<file path="config.mk">
export PLATFORM = sky130hd
export DESIGN_NAME = fifo_rr_mux
export DESIGN_NICKNAME = d
export VERILOG_FILES = /design/src/rtl/fifo_rr_mux.sv
export SDC_FILE = /design/constraint.sdc
export NUM_CORES = 1
export LEC_CHECK = 0
export CORE_AREA = 2 2 58 60
export DETAILED_ROUTE_END_ITERATION = 8
export DIE_AREA = 0 0 60 62
export PLACE_DENSITY = 0.77
export SLEW_MARGIN = 30
export SYNTH_ARGS = -nofsm -noshare
export SYNTH_HDL_FRONTEND = slang
export SYNTH_SLANG_ARGS = --single-unit
</file>
<file path="constraint.sdc">
create_clock -name clk_i -period 2.6 [get_ports clk_i]
set_input_delay 0.26 -clock clk_i [delete_from_list [all_inputs] [get_ports clk_i]]
set_output_delay 0.26 -clock clk_i [all_outputs]
set_load 0.05 [all_outputs]
</file>
<file path="src/rtl/fifo_rr_mux.sv">
// Round-robin merge of num_req_p fifo read ports into a single valid/ready stream.
// The output stage is a single registered entry. The selected fifo is popped with a one-hot yumi pulse.
module fifo_rr_mux #(
  parameter int width_p   = 8,
  parameter int num_req_p = 4
) (
  input  logic                           clk_i,
  input  logic                           reset_i,
  input  logic [num_req_p-1:0]           valid_i,
  input  logic [num_req_p*width_p-1:0]   data_i,
  output logic [num_req_p-1:0]           yumi_o,
  input  logic                           ready_i,
  output logic                           valid_o,
  output logic [width_p-1:0]             data_o,
  output logic [$clog2(num_req_p)-1:0]   grant_id_o
);

  localparam int id_w = $clog2(num_req_p);

  logic               out_valid_r;
  logic [width_p-1:0] out_data_r;
  logic [id_w-1:0]    out_id_r;
  logic [id_w-1:0]    last_r;

  logic [width_p-1:0]   req_data [num_req_p];
  logic [num_req_p-1:0] vshift;
  logic [id_w-1:0]      cand;
  logic                 found;
  logic                 load_en;
  logic                 grant;
  int unsigned          idx;

  for (genvar k = 0; k < num_req_p; k++) begin : g_split
    assign req_data[k] = data_i[k*width_p +: width_p];
  end

  // Scan from last_r+1 upward. The wrap is explicit, so counts that are not a power of 2 work too.
  always_comb begin
    found  = 1'b0;
    cand   = '0;
    idx    = 0;
    vshift = '0;
    for (int i = 1; i <= num_req_p; i++) begin
      idx = int'(last_r) + i;
      if (idx >= num_req_p) idx = idx - num_req_p;
      vshift = valid_i >> idx;
      if (!found && vshift[0]) begin
        found = 1'b1;
        cand  = id_w'(idx);
      end
    end
  end

  assign load_en = !out_valid_r || ready_i;
  assign grant   = load_en && found && !reset_i;

  always_comb begin
    yumi_o = '0;
    if (grant) yumi_o[cand] = 1'b1;
  end

  always_ff @(posedge clk_i) begin
    if (reset_i) begin
      out_valid_r <= 1'b0;
      out_data_r  <= '0;
      out_id_r    <= '0;
      last_r      <= id_w'(num_req_p - 1);
    end else if (grant) begin
      out_valid_r <= 1'b1;
      out_data_r  <= req_data[cand];
      out_id_r    <= cand;
      last_r      <= cand;
    end else if (ready_i && out_valid_r) begin
      out_valid_r <= 1'b0;
    end
  end

  assign valid_o    = out_valid_r;
  assign data_o     = out_data_r;
  assign grant_id_o = out_id_r;

endmodule

</file>
==> impl_metrics.tcl, run 1 <==
set metrics [dict create \
    status "finished, violations left" \
    violations "setup timing" \
    grt-ovfl-total 0 \
    fin_cells 223 \
    io_pins 54 \
    worstSetupPathType "register to output pin" \
    worstPathArrival_ns 2.57 \
    synth_top_cell_by_area "dfxtp_1" \
    fin_nets 222 \
    wl_um 3290 \
    power.switching_mw 1.30 \
    cts_num_sinks 13 \
    grt_use_total 0.161 \
    core-area_mm2 0.00318 \
    hold_path_class "register to register" \
    cp_slowest_cell "mux4_2" \
    setup_viol 12 \
    pwr-share-clk 0.043 \
    timing.rr.start "last_r[0]" \
    fin_worst_skew_ns 0.00140 \
    clk_latency_ns 0.27 \
    antenna_cells 0 \
    final-seq-area_um2 263 \
    crit_buf_inv 2 \
    gp_congestion 0.904 \
    end_kind "output pin" \
    worst_pin_slew_ns 0.513 \
    synth.most_common_cell "mux2i_1" \
    crit_chain "inv_4 > ha_4 > mux4_2 > a22o_1 > o41a_1 > or3b_4 > nor2_4 > buf_6" \
    max_freq_ghz 0.353 \
    fin_area_mm2 0.00201 \
    cts.hold.buffers_added 0 \
    cpPeakStageDelay_ns 0.54 \
    cp_max_fo 3 \
    maxSlewViolCount 0 \
    nFillCells 245 \
    crit_family "compound AO/OA/AOI/OAI gates" \
    antenna_found_initial 0 \
    synthFlopType "dfxtp_1" \
    avgSynthCellArea_um2 9.96 \
    numPortBuffers 53 \
    area_growth_pct 94.4 \
    met3_usage 0.0414 \
    row_count 21 \
    routedWlPerCell_um 14.8 \
    synth.distinct_cells 34 \
    syn_inst 104 \
    cts.reportedPaths.clkPinSlew_ns 0.08 \
    grt_max_degree 15 \
    cp-start-kind "register" \
    relSlewSlack 0.657 \
    pre_cts_slack_ns -0.126 \
    cts-root-buf "clkbuf_4" \
    rsz0062_at_grt "true" \
    ys_ff_latch 13 \
    final.period_utilization 1.09 \
    r2r_slack_ns -0.07 \
    drv_cap 0 \
    leakagePower_nw 0.790 \
    yosys-top-cells-area "dfxtp_1, mux2i_1, o221ai_2, ha_1, nand2_1" \
    p_per_area_mw_per_mm2 1420 \
    clock_path_buffers 2 \
    multi_input_area_um2 912 \
    post_drt_via_cell_ratio 4.90 \
    dr.pass1.iters 3 \
    period_minus_slack_ns 2.83 \
    syn-num-nets 148 \
    dpl-instance-area_mm2 0.00178 \
    hold_viol 0 \
    top_usage_layer "met2" \
    synth.top_cell.area_share 0.251 \
    grt_pass1_vias 1056 \
    dp_cells 213 \
    final.setup.worst_slack_ns -0.235 \
    fp.dieArea_mm2 0.00372 \
    drtIter0Drc 28 \
    synth_common_cells "mux2i_1, dfxtp_1, nand2_1, o221ai_2, nor2_1" \
    required_ns 2.34 \
    grt_pass1_wl_um 4560 \
    die_y_um 62 \
    drtAntennaViolNets 0 \
    dp_hpwl_um 2480 \
    dr_total_vias 1092 \
    switching_share 0.457 \
    final_layout_size_suffix_gt1_frac 0.390 \
    cts_max_level 1 \
    gr-usage-met2 0.306 \
    syn_area_mm2 0.00104 \
    p_int_mw 1.55 \
    fin_hold_ws_ns 0.474 \
    comb_power_share 0.844 \
    synth_edf_count 0 \
    drc 0 \
    r2r-end "data_o[1]" \
    yosys_warnings 0 \
    rr_worst_depth 10 \
    power_mw 2.85 \
    die_w_um 60 \
    min_path_cells 2 \
    ys_seq_area_frac 0.251 \
    min_from "data_o[7]" \
    irDropWorstVdd_v 0.000509 \
    whs_endpoint "data_o[7]" \
    initial_core_util 0.326 \
    async_flop_share 0 \
    use_met1 0.170 \
    seq_power_share 0.113 \
    cts_tree "done" \
    numCtsBuffers 3 \
]
[cells in the final DEF (no fill, tap or decap), types with 3 or more instances in the layout]
master and instances:
mux2i_4 6, mux2i_2 3, nor3_1 4, clkbuf_4 3
clkdlybuf4s50_1 49, dfxtp_1 11, nand2_1 10, nor2_1 5
buf_12 3, buf_4 18, ha_1 4, buf_6 3
o221ai_2 8, nor2_4 3, o21bai_1 3, nand2b_1 3
mux2i_1 8
[tightest hold or removal path: stages (launching register included)]
cell,delay (ns)
dfxtp_1,0.34
nand2_1,0.06
o221ai_2,0.05
[per-layer routing]
metal	part of all wire	vias to the layer above
met1	0.39	499
li1	-	539
met3	0.092	4
met4	0.011	0
met5	0	-
met2	0.51	50
[area by class of cell]
class | count | area share
clock inverter | 1 | 0.00248
sequential | 13 | 0.130
inverter | 2 | 0.00497
clock buffer | 3 | 0.0112
timing repair buffer | 74 | 0.370
tap | 46 | 0.0286
multi-input combinational | 84 | 0.453
[sequential cells by signal, summed over array words and instances, names as in the netlist]
name / flops
data_o: 8
grant_id_o: 2
last_r: 2
valid_o: 1
[power by group through the flow]
stage | combinational (mW) | sequential (mW) | clock, mW
after floorplan | 1.11 | 0.544 | 0
after global placement | 1.89 | 0.322 | 0
after detailed placement | 1.94 | 0.326 | 0
after CTS | 2.04 | 0.322 | 0.130
after global routing | 2.55 | 0.331 | 0.140
final | 2.41 | 0.322 | 0.123
[repair_timing]
item | 4_1_cts | 5_1_grt
gates resized for setup | 9 | 18
hold endpoints to repair | 0 | 0
buffers inserted | 1 | 4
endpoints found under the setup margin | 10 | 12
pin swaps | 1 | 5
cloned | 0 | 1
[cells by family after synthesis]
logic type / count (synthesis) / share of synthesized area
AO/OA/AOI/OAI: 21 / 0.221
multiplexers: 21 / 0.222
buffers and inverters: 7 / 0.0519
AND/OR/NAND/NOR: 37 / 0.193
adder cells (fa/ha/maj): 5 / 0.0604
flip-flops: 13 / 0.251
[worst max-delay path by stage]
stage / slack, ns / to / start / cells after the start
after detailed placement: -0.13 / yumi_o[3] / valid_i[0] / 8
after CTS: -0.22 / yumi_o[0] / last_r[0] / 9
after global routing: -0.32 / yumi_o[2] / last_r[0] / 8
after global placement: -0.07 / yumi_o[3] / valid_i[0] / 8
final: -0.23 / yumi_o[2] / last_r[0] / 8
after floorplan: -0.14 / yumi_o[3] / last_r[0] / 10
[stage by stage]
stage | util | setup TNS [ns]
final | 0.634 | -1.28
after global routing | 0.634 | -2.58
after CTS | 0.585 | -0.873
after detailed placement | 0.561 | -0.574
after global placement | 0.561 | -0.140
after floorplan | - | -0.345
(Power assumes the default switching activity.)
==> run 2, diff against run 1 <==
Settings changed: CORE_AREA 2 2 58 60 to 2 2 62 64, DIE_AREA 0 0 60 62 to 0 0 64 66, PLACE_DENSITY 0.77 to 0.69, RECOVER_POWER from default to 100.
==> run 2 against run 1 <==
The run still ends with setup timing left. Via count is 1.3% lower. Final cell count shrank 0.90%. Clock-buffer cell count up 1. Largest cell class unchanged. Largest power group unchanged.
==> impl_metrics.tcl, run 2 (synthesis results as in run 1) <==
set metrics [dict create \
    status "finished, violations left" \
    violations "setup timing" \
    irDropWorstVdd_v 0.000510 \
    wl_um 2920 \
    numCtsBuffers 3 \
    end_kind "output pin" \
    cpPeakStageDelay_ns 0.53 \
    final_layout_size_suffix_gt1_frac 0.324 \
    drtIter0Drc 35 \
    post_drt_via_cell_ratio 4.88 \
    antenna_cells 0 \
    cts.hold.buffers_added 0 \
    nFillCells 305 \
    fin_worst_skew_ns 0.00856 \
    die_y_um 66 \
    cp-start-kind "register" \
    fin_cells 221 \
    rsz0062_at_grt "true" \
    final.period_utilization 1.09 \
    mostFrequentLayoutCells "clkdlybuf4s50_1, mux2i_1, buf_4" \
    worstPathArrival_ns 2.58 \
    cts_num_sinks 13 \
    required_ns 2.34 \
    cp_slowest_cell "mux4_2" \
    cts_max_level 1 \
    hold_path_class "register to register" \
    grt_max_degree 11 \
    dr_total_vias 1078 \
    relSlewSlack 0.657 \
    maxSlewViolCount 0 \
    p_per_area_mw_per_mm2 1310 \
    io_pins 54 \
    final.setup.worst_slack_ns -0.237 \
    fin_hold_ws_ns 0.461 \
    grt_pass1_vias 1084 \
    largest_reg_flops 8 \
    routedWlPerCell_um 13.2 \
    crit_chain "inv_4 > ha_4 > mux4_2 > nand2_2 > and3_4 > a211oi_4 > or3b_4 > nor2b_4 > buf_6" \
    setup_viol 8 \
    grt_pass1_wl_um 4830 \
    cts_tree "done" \
    area_growth_pct 80.4 \
    dr.pass1.iters 4 \
    cts-root-buf "clkbuf_4" \
    drc 0 \
    core-area_mm2 0.00355 \
    crit_family "simple AND/OR/NAND/NOR gates" \
    gp_congestion 0.849 \
    grt_use_total 0.141 \
    period_minus_slack_ns 2.84 \
    clk_latency_ns 0.27 \
    fin_nets 218 \
    fp.dieArea_mm2 0.00422 \
    row_count 22 \
    min_from "data_o[7]" \
    max_freq_ghz 0.352 \
    cp_max_fo 3 \
    dp_cells 214 \
    hold_viol 0 \
    layout_commonest_cell "clkdlybuf4s50_1" \
    drv_cap 0 \
    numPortBuffers 53 \
    die_w_um 64 \
    cp-startpoint "last_r[0]" \
    crit_buf_inv 2 \
    worst_pin_slew_ns 0.513 \
    worstSetupPathType "register to output pin" \
    clock_path_buffers 2 \
    leakagePower_nw 0.782 \
    dp_hpwl_um 2360 \
    grt-ovfl-total 0 \
    initial_core_util 0.292 \
    final-seq-area_um2 263 \
    multi_input_area_um2 822 \
    antenna_found_initial 0 \
    timing.rr.start "last_r[0]" \
    finalSetupTns_ns -0.941 \
    cts.reportedPaths.clkPinSlew_ns 0.08 \
    drtAntennaViolNets 0 \
]
## run 2: worst paths after layout
path	end	slack, ns	cells after the start
worst max-delay path	yumi_o[3]	-0.24	9
worst min-delay path	data_o[7]	0.46	2
worst max register to register	data_o[5]	-0.05	9
worst min register to register	data_o[7]	0.46	2
## run 2: routing by layer
layer  routed length (um)  global-route usage  vias to the layer above
met5                    0                   0                        -
met4                   20              0.0353                        0
met3                  327              0.0460                        2
met2                 1380               0.260                       56
met1                 1190               0.156                      492
li1                     -                   -                      528
## run 2: repair_timing
| item | CTS | global route |
|---|---|---|
| resized for setup | 6 | 7 |
| gates cloned | 0 | 0 |
| setup buffers | 2 | 1 |
| endpoints found under the setup margin | 8 | 14 |
| pin swaps | 2 | 2 |
## run 2: final cells by class
class,instances,area share
inverter,2,0.00535
tap,48,0.0321
multi-input combinational,84,0.440
sequential,13,0.141
clock buffer,4,0.0141
timing repair buffer,70,0.368
## run 2: report_power, final
group          internal (mW)  leakage [nW]  switching (mW)  total (mW)
Combinational          0.929         0.659            1.07        2.00
Sequential             0.281         0.108          0.0390       0.320
Clock                 0.0593        0.0150          0.0617       0.121
## run 2: tightest hold or removal path, cell delays in order, from the launching register on
cell and delay, ns:
dfxtp_1 0.32, nand2_1 0.06, o221ai_2 0.05
## run 2: metrics by stage
| stage | power, mW | util | setup slack [ns] | instance area [um^2] |
|---|---|---|---|---|
| 2_1_floorplan | 1.65 | - | -0.137 | 1090 |
| 3_3_place_gp | 2.17 | 0.497 | -0.0643 | 1770 |
| 3_5_place_dp | 2.23 | 0.497 | -0.133 | 1770 |
| 4_1_cts | 2.42 | 0.515 | -0.227 | 1830 |
| 5_1_grt | 2.60 | 0.526 | -0.323 | 1870 |
| 6_report | 2.44 | 0.526 | -0.237 | 1870 |
